$ cat config.mk
export PLATFORM = sky130hd
export DESIGN_NAME = mult_div_ctrl_flat
export DESIGN_NICKNAME = d
export VERILOG_FILES = /design/src/rtl/mult_div_ctrl_if.sv /design/src/rtl/mult_div_ctrl.sv /design/src/flat_wrapper.sv
export SDC_FILE = /design/constraint.sdc
export NUM_CORES = 1
export LEC_CHECK = 0
export CORE_UTILIZATION = 52
export CTS_BUF_LIST = sky130_fd_sc_hd__clkbuf_8
export CTS_CLUSTER_DIAMETER = 50
export DETAILED_ROUTE_END_ITERATION = 6
export PLACE_DENSITY_LB_ADDON = 0.1
export SYNTH_ARGS = -nofsm -noshare
export SYNTH_HDL_FRONTEND = slang
export SYNTH_SLANG_ARGS = --single-unit
$ cat constraint.sdc
create_clock -name clock -period 6.29 [get_ports clock]
set_clock_uncertainty 0.2 [all_clocks]
set_input_delay 1.887 -clock clock [delete_from_list [all_inputs] [get_ports clock]]
set_output_delay 1.887 -clock clock [all_outputs]
set_load 0.03 [all_outputs]
$ cat src/rtl/mult_div_ctrl_if.sv
// Request/response bundle between the main control FSM and the HI/LO
// multiply/divide sequencer.
interface mult_div_ctrl_if #(
  parameter int DATA_W = 32
);
  logic              start;
  logic              op;
  logic [DATA_W-1:0] rs_data;
  logic [DATA_W-1:0] rt_data;
  logic              flush;
  logic              busy;
  logic              done;
  logic [DATA_W-1:0] hi_out;
  logic [DATA_W-1:0] lo_out;
  logic              hi_write;
  logic              lo_write;
  logic              div0;

  modport master (
    output start, op, rs_data, rt_data, flush,
    input  busy, done, hi_out, lo_out,
    input  hi_write, lo_write, div0
  );

  modport slave (
    input  start, op, rs_data, rt_data, flush,
    output busy, done, hi_out, lo_out,
    output hi_write, lo_write, div0
  );
endinterface

$ cat src/rtl/mult_div_ctrl.sv
// Iterative signed shift-add multiply / restoring divide feeding HI/LO.
// Define MULTDIV_DIV0_EXC_EN to trap zero divisors via div0 (no HI/LO write).
module mult_div_ctrl #(
  parameter int DATA_W = 32
) (
  input logic           clock,
  input logic           reset,
  mult_div_ctrl_if.slave md
);

  localparam int CW = (DATA_W > 1) ? $clog2(DATA_W) : 1;
  localparam logic [CW-1:0] LAST = CW'(DATA_W - 1);

  typedef enum logic [2:0] {
    IDLE,
    LOAD,
    CALC,
    FIX,
    DONE,
    DONE_EXC
  } state_t;

  state_t state, nstate;

  logic                pend;
  logic                op_q;
  logic [DATA_W-1:0]   rs_q;
  logic [DATA_W-1:0]   rt_q;
  logic [DATA_W-1:0]   mcand;
  logic [DATA_W-1:0]   dvsr;
  logic                psign;
  logic                rsign;
  logic [2*DATA_W-1:0] acc;
  logic [CW-1:0]       cnt;
  logic [DATA_W-1:0]   hi_q;
  logic [DATA_W-1:0]   lo_q;

  logic                rt_zero;
  logic [DATA_W:0]     msum;
  logic [2*DATA_W-1:0] mul_next;
  logic [DATA_W:0]     dt;
  logic [DATA_W:0]     ddiff;
  logic                qbit;
  logic [DATA_W-1:0]   rem_n;
  logic [2*DATA_W-1:0] div_next;
  logic [2*DATA_W-1:0] prod;
  logic [DATA_W-1:0]   fix_hi;
  logic [DATA_W-1:0]   fix_lo;

  function automatic logic [DATA_W-1:0] mag(
    input logic [DATA_W-1:0] v
  );
    return v[DATA_W-1] ? -v : v;
  endfunction

  assign rt_zero = (rt_q == '0);

  always_ff @(posedge clock or negedge reset) begin
    if (!reset) state <= IDLE;
    else        state <= nstate;
  end

  always_comb begin
    nstate = state;
    unique case (state)
      IDLE: if (pend) nstate = LOAD;
      LOAD: begin
        nstate = CALC;
`ifdef MULTDIV_DIV0_EXC_EN
        if (op_q && rt_zero) nstate = DONE_EXC;
`endif
      end
      CALC:     if (cnt == LAST) nstate = FIX;
      FIX:      nstate = DONE;
      DONE:     nstate = IDLE;
      DONE_EXC: nstate = IDLE;
      default:  nstate = IDLE;
    endcase
    if (md.flush && state != IDLE) nstate = IDLE;
  end

  // One shift-add step: acc = {partial high, remaining multiplier bits}
  always_comb begin
    msum = {1'b0, acc[2*DATA_W-1:DATA_W]}
         + (acc[0] ? {1'b0, mcand} : '0);
    mul_next = {msum, acc[DATA_W-1:1]};
  end

  // One restoring step: acc = {remainder, dividend/quotient bits}
  always_comb begin
    dt       = {acc[2*DATA_W-1:DATA_W], acc[DATA_W-1]};
    ddiff    = dt - {1'b0, dvsr};
    qbit     = ~ddiff[DATA_W];
    rem_n    = qbit ? ddiff[DATA_W-1:0] : dt[DATA_W-1:0];
    div_next = {rem_n, acc[DATA_W-2:0], qbit};
  end

  always_comb begin
    prod   = psign ? -acc : acc;
    fix_hi = prod[2*DATA_W-1:DATA_W];
    fix_lo = prod[DATA_W-1:0];
    if (op_q) begin
      fix_lo = psign ? -acc[DATA_W-1:0] : acc[DATA_W-1:0];
      fix_hi = rsign ? -acc[2*DATA_W-1:DATA_W]
                     : acc[2*DATA_W-1:DATA_W];
      if (rt_zero) begin
        fix_hi = rs_q;
        fix_lo = '1;
      end
    end
  end

  always_ff @(posedge clock or negedge reset) begin
    if (!reset) begin
      pend <= 1'b0;
      op_q <= 1'b0;
      rs_q <= '0;
      rt_q <= '0;
    end else begin
      pend <= (state == IDLE) && !pend && md.start;
      if (state == IDLE && !pend && md.start) begin
        op_q <= md.op;
        rs_q <= md.rs_data;
        rt_q <= md.rt_data;
      end
    end
  end

  always_ff @(posedge clock or negedge reset) begin
    if (!reset) begin
      mcand <= '0;
      dvsr  <= '0;
      psign <= 1'b0;
      rsign <= 1'b0;
      acc   <= '0;
      cnt   <= '0;
      hi_q  <= '0;
      lo_q  <= '0;
    end else begin
      unique case (state)
        LOAD: begin
          mcand <= mag(rs_q);
          dvsr  <= mag(rt_q);
          psign <= rs_q[DATA_W-1] ^ rt_q[DATA_W-1];
          rsign <= rs_q[DATA_W-1];
          acc   <= {{DATA_W{1'b0}},
                    op_q ? mag(rs_q) : mag(rt_q)};
          cnt   <= '0;
        end
        CALC: begin
          cnt <= cnt + 1'b1;
          acc <= op_q ? div_next : mul_next;
        end
        FIX: begin
          if (!md.flush) begin
            hi_q <= fix_hi;
            lo_q <= fix_lo;
          end
        end
        default: ;
      endcase
    end
  end

  assign md.busy     = (state != IDLE);
  assign md.done     = (state == DONE) || (state == DONE_EXC);
  assign md.hi_write = (state == DONE);
  assign md.lo_write = (state == DONE);
  assign md.hi_out   = hi_q;
  assign md.lo_out   = lo_q;
`ifdef MULTDIV_DIV0_EXC_EN
  assign md.div0     = (state == DONE_EXC);
`else
  assign md.div0     = 1'b0;
`endif

endmodule

$ cat src/flat_wrapper.sv
// flat-port wrapper written by rule: the top's interface ports become plain ports
module mult_div_ctrl_flat 
#(
  parameter int DATA_W = 32
)
  (clock, reset, md_start, md_op, md_rs_data, md_rt_data, md_flush, md_busy, md_done, md_hi_out, md_lo_out, md_hi_write, md_lo_write, md_div0);
  mult_div_ctrl_if #(.DATA_W(DATA_W)) md_i ();
  input logic clock;
  input logic reset;
  input wire logic [$bits(md_i.start)-1:0] md_start;
  input wire logic [$bits(md_i.op)-1:0] md_op;
  input wire logic [$bits(md_i.rs_data)-1:0] md_rs_data;
  input wire logic [$bits(md_i.rt_data)-1:0] md_rt_data;
  input wire logic [$bits(md_i.flush)-1:0] md_flush;
  output wire logic [$bits(md_i.busy)-1:0] md_busy;
  output wire logic [$bits(md_i.done)-1:0] md_done;
  output wire logic [$bits(md_i.hi_out)-1:0] md_hi_out;
  output wire logic [$bits(md_i.lo_out)-1:0] md_lo_out;
  output wire logic [$bits(md_i.hi_write)-1:0] md_hi_write;
  output wire logic [$bits(md_i.lo_write)-1:0] md_lo_write;
  output wire logic [$bits(md_i.div0)-1:0] md_div0;
  assign md_i.start = md_start;
  assign md_i.op = md_op;
  assign md_i.rs_data = md_rs_data;
  assign md_i.rt_data = md_rt_data;
  assign md_i.flush = md_flush;
  assign md_busy = md_i.busy;
  assign md_done = md_i.done;
  assign md_hi_out = md_i.hi_out;
  assign md_lo_out = md_i.lo_out;
  assign md_hi_write = md_i.hi_write;
  assign md_lo_write = md_i.lo_write;
  assign md_div0 = md_i.div0;
  mult_div_ctrl #(.DATA_W(DATA_W)) u_core (.clock(clock), .reset(reset), .md(md_i));
endmodule
Word level (Yosys, flattened, before mapping)

Index checks and enable logic that the tools add are counted.

Bits of input ports: 69
Output and inout port bits: 69
Register bits: 268

Equal/unequal tests: 8
Multiplexer cells: 19
Bitwise operators: 3
Reduce and logical (&&, ||, !) cells: 11
Add/sub/neg operators: 8

Operators by type and width:

| operator                                               | number |
|---|---|
| two-way mux 32 bit                                     | 11 |
| two-way mux 64 bit                                     | 2 |
| negator 32 bit                                         | 4 |
| case mux 64 bit (2 select lines)                       | 1 |
| negator 64 bit                                         | 1 |
| adder 32 x 33 -> 33 bit                                | 1 |
| subtractor 33 x 32 -> 33 bit                           | 1 |
| zero test 32 bit                                       | 1 |
| case mux 3 bit (4 select lines)                        | 1 |
| case mux 5 bit (2 select lines)                        | 1 |
| two-way mux 3 bit                                      | 3 |
| equality test 3 x 2 -> 1 bit (second input constant)   | 2 |
| equality test 3 bit (second input constant)            | 2 |
| inequality test 3 x 1 -> 1 bit (second input constant) | 2 |
| adder 5 x 1 -> 5 bit (second input constant)           | 1 |
| equality test 5 bit (second input constant)            | 1 |
| AND reduction 2 bit                                    | 2 |
| equality test 3 x 1 -> 1 bit (second input constant)   | 1 |
| logical AND 1 bit                                      | 3 |
| zero test 3 bit                                        | 1 |
| nonzero test 3 bit                                     | 1 |
| NOT 1 bit                                              | 2 |
| nonzero test 2 bit                                     | 1 |
| zero test 1 bit                                        | 1 |
| other kinds (2)                                        | 2 |

Logic depth before layout (Yosys ltp)

Depth after elaboration: 4
Mapped depth: 15
Depth with buffers taken out: 13

Worst setup path after synthesis

Ideal clock, no wire load.

Kind: register -> output
Start: register u_core.state[2]
End: output md_lo_write
Path slack: 2.337 ns
Stages on the path, launching flop included: 5
Data arrival time: 1.866 ns
Cells stage by stage: dfrtp_1 -> clkbuf_1 -> nor2b_1 -> nor2b_1 -> buf_4

Word-level cells in the longest chain between the ends: 1

Ends and longest elaborated chain:

| item                     | line                | source |
|---|---|---|
| start: declaration       | mult_div_ctrl.sv:23 | `state_t state, nstate;` |
| start signal: assignment | mult_div_ctrl.sv:60 | `else state <= nstate;` |
| equality test 3 bit      | -                   |  |
| end: declaration         | flat_wrapper.sv:20  | `output wire logic [$bits(md_i.lo_write)-1:0] md_lo_write;` |

No other way between the ends.

Worst setup path after layout

Start: register u_core.acc[31]
End: register u_core.acc[60]

Word-level cells in the longest chain between the ends: 4

Ends and longest elaborated chain:

| item                             | line                 | source |
|---|---|---|
| start: declaration               | mult_div_ctrl.sv:33  | `logic [2*DATA_W-1:0] acc;` |
| start signal: assignment         | mult_div_ctrl.sv:146 | `acc <= {{DATA_W{1'b0}},` |
| start signal: assignment         | mult_div_ctrl.sv:152 | `acc <= op_q ? div_next : mul_next;` |
| subtractor 33 x 32 -> 33 bit     | mult_div_ctrl.sv:92  | `ddiff = dt - {1'b0, dvsr};` |
| two-way mux 32 bit               | mult_div_ctrl.sv:94  | `rem_n = qbit ? ddiff[DATA_W-1:0] : dt[DATA_W-1:0];` |
| two-way mux 64 bit               | mult_div_ctrl.sv:152 |  |
| case mux 64 bit (2 select lines) | mult_div_ctrl.sv:140 | `unique case (state)` |

No other way between the ends.
A chain may end at the register's enable or synchronous reset.

==> flow_summary.json <==
{
  "grt_pass1_wl_microns": 95000,
  "vias": 17300,
  "io-pin-count": 138,
  "vias_per_cell": 6.17,
  "yosysWarnings": 0,
  "p_leak_uw": 0.00952,
  "hold_viol": 0,
  "grt_max_degree": 101,
  "die_y_microns": 191,
  "critPathRequiredTime_ns": 6.56,
  "nNetsFinal": 2457,
  "cts_sinks": 268,
  "yosys-top-cells-count": "463 x nand2_1, 268 x dfrtp_1, 232 x o21ai_0, 144 x clkbuf_1, 129 x xor2_1",
  "port_buffers": 136,
  "synth-edff-count": 0,
  "synth_ff_type": "dfrtp_1",
  "arrival_ns": 4.86,
  "drive_gt1_share_pct": 5.29,
  "overflow": 0,
  "max_slew_margin_pct": 14.0,
  "yosysMostFrequentCell": "nand2_1",
  "first_pass_iters": 5,
  "start_util_pct": 53.2,
  "h-tree-depth": 2,
  "dp_hpwl_microns": 45600,
  "vdd_drop_max_uv": 411,
  "synth.top_cell.area_share_pct": 36.2,
  "cts_tree": "done",
  "drv_cap": 0,
  "synth_area_leaders": "dfrtp_1 36%, nand2_1 9.4%, o21ai_0 6.3%",
  "ys_ff_latch": 268,
  "dpl.cell_count": 2722,
  "routed_wl_microns": 61400,
  "gp_congestion": 0.962,
  "fin_crit_ns": 4.59,
  "tns_ns": 0,
  "synth_seq_area_share_pct": 36.2,
  "p_per_area_mw_per_mm2": 617,
  "ys_types": 72,
  "cts_hold_buf": 0,
  "clk_transition_reported_paths_ns": 0.06,
  "post-route-util_pct": 60.2,
  "seqCellArea_sq_mm": 0.00671,
  "drc": 0,
  "synth_nets": 2411,
  "first_global_vias": 16300,
  "max_freq_mhz": 218,
  "instances_no_fill": 2802,
  "outcome": "completed",
  "core_sq_mm": 0.0348,
  "syn_inst": 2270,
  "track_usage_pct": 34.1,
  "multi_input_area_sq_mm": 0.0110,
  "wl_per_cell_microns": 21.9,
  "syn_to_final_growth_pct": 13.1,
  "grt_antenna_before_repair": 1,
  "cts_made_buffers": 47,
  "worstMarginPinSlew_ns": 1.29,
  "netlist_area_sq_mm": 0.0185,
  "slew_violations": 0,
  "min_path_type": "flip-flop to flip-flop",
  "design.die.area_sq_mm": 0.0364,
  "post-cts-setup-buffers": 0,
  "nFillCells": 3182,
  "ctsResizeCount": 0,
  "syn_area_per_cell_sq_um": 8.16,
  "synth-async-reset-ratio_pct": 100,
  "cp_max_fo": 26,
  "setup_viol": 0,
  "cp-end-kind": "flip-flop",
  "worst_setup_path_start_kind": "flip-flop",
  "clk_latency_ns": 0.65,
  "drtAntennaViolNets": 0,
  "clock_path_buffers": 3,
  "yosysTopAreaCell": "dfrtp_1",
  "row_count": 68,
  "drt-initial-drc-count": 1572,
  "die_x_microns": 191,
  "critical_path_class": "flip-flop to flip-flop",
  "finalCritPeriodShare_pct": 73.0,
  "rsz0062_at_grt": "no",
  "cts_root_buf": "clkbuf_8"
}
-- power breakdown --
group	internal, uW	total [uW]	switching, uW
clock	806	1570	769
combinational	2900	7740	4840
sequential	2490	3610	1130
-- metrics by stage --
step / total power (uW) / hold WS [ns] / worst slack (ns) / cell area [sq um]
2_1_floorplan: 8610 / 0.238 / 2.34 / 18500
5_1_grt: 13800 / 0.289 / 1.41 / 20900
3_3_place_gp: 11100 / 0.253 / 1.87 / 20100
6_report: 12900 / 0.270 / 1.70 / 20900
3_5_place_dp: 11200 / 0.260 / 1.82 / 20100
4_1_cts: 12800 / 0.276 / 1.78 / 20900
-- final timing paths --
path	slack, ns	to	startpoint	cells past startpoint
setup reg to reg	1.70	u_core.acc[60]	u_core.acc[31]	13
setup / recovery	1.70	u_core.acc[60]	u_core.acc[31]	13
hold reg to reg	0.27	u_core.md.hi_out[29]	u_core.md.hi_out[29]	2
min in group asynchronous	1.09	u_core.acc[55]	reset	1
max in group asynchronous	3.69	u_core.rs_q[27]	reset	2
hold / removal	0.27	u_core.md.hi_out[29]	u_core.md.hi_out[29]	2
-- placed cells by master, fill, tap and decap left out, drive strengths merged, types with 9 or more instances in the layout --
master         netlist  routed
a21o                24      24
or3                 22      22
dfrtp              268     268
and3                15      15
nand3               25      25
nor2b               12      12
o211ai              19      19
a211oi              20      20
xor2               129     129
nor2               116     116
or2                 10      10
buf                 22      29
o22a                11      11
o221ai              39      39
xnor2               67      67
ha                  70      70
mux2i               66      66
o21a                 9       9
o41ai               20      20
a31oi               33      33
o31ai               38      38
inv                 58      76
and2                36      36
or4                 24      24
clkbuf             145      56
clkdlybuf4s50        0     135
nand4               21      21
o21ai              236     236
nand2b              24      24
a21oi              112     112
nand2              463     463
nor4                12      12
nor3                26      26
a221o                9       9
a22oi               13      13
-- state kept, by name, summed over array words and instances, names as in the netlist --
register          count
u_core.psign          1
u_core.md.hi_out     32
u_core.rs_q          32
u_core.rsign          1
u_core.dvsr          32
u_core.mcand         32
u_core.state          3
u_core.acc           64
u_core.op_q           1
u_core.pend           1
u_core.rt_q          32
u_core.cnt            5
u_core.md.lo_out     32
-- area by class of cell --
cell class                      count  share of cell area (%)
Antenna cell                        1                  0.0119
Inverter                           59                    1.06
Multi-Input combinational cell   1776                    52.4
Clock inverter                     23                   0.562
Tap cell                          455                    2.72
Sequential cell                   268                    32.0
Timing Repair Buffer              164                    7.53
Clock buffer                       56                    3.68
-- layer usage --
metal  global-route usage, %  wire [microns]  vias up
met5                       0               0        -
met2                    52.5           27800      699
li1                        -               -     8090
met4                    15.1            2630        0
met1                    47.4           27000     8352
met3                    4.95            3950      146
-- worst max-delay path: stages, from the launching register on --
cell	delay [ns]
dfrtp_1	0.47
inv_1	0.09
ha_1	0.23
fa_1	0.41
nand2b_1	0.19
a21oi_1	0.25
o2111ai_1	0.24
and4b_1	0.27
nor3_1	0.34
or2_2	0.26
xor2_4	0.79
buf_4	0.32
mux2i_1	0.22
o221ai_1	0.13
-- cell families after synthesis --
| kind of cell | count (synthesis) | synth area share [%] |
|---|---|---|
| compound gates | 616 | 20.9 |
| xor+xnor | 196 | 9.27 |
| fa+ha+maj | 72 | 4.94 |
| buf+inv | 226 | 4.76 |
| flops | 268 | 36.2 |
| mux | 72 | 3.93 |
| other cells | 1 | 0.0202 |
| simple gates | 819 | 19.9 |
Note: power is estimated with default switching activity, not from simulation.
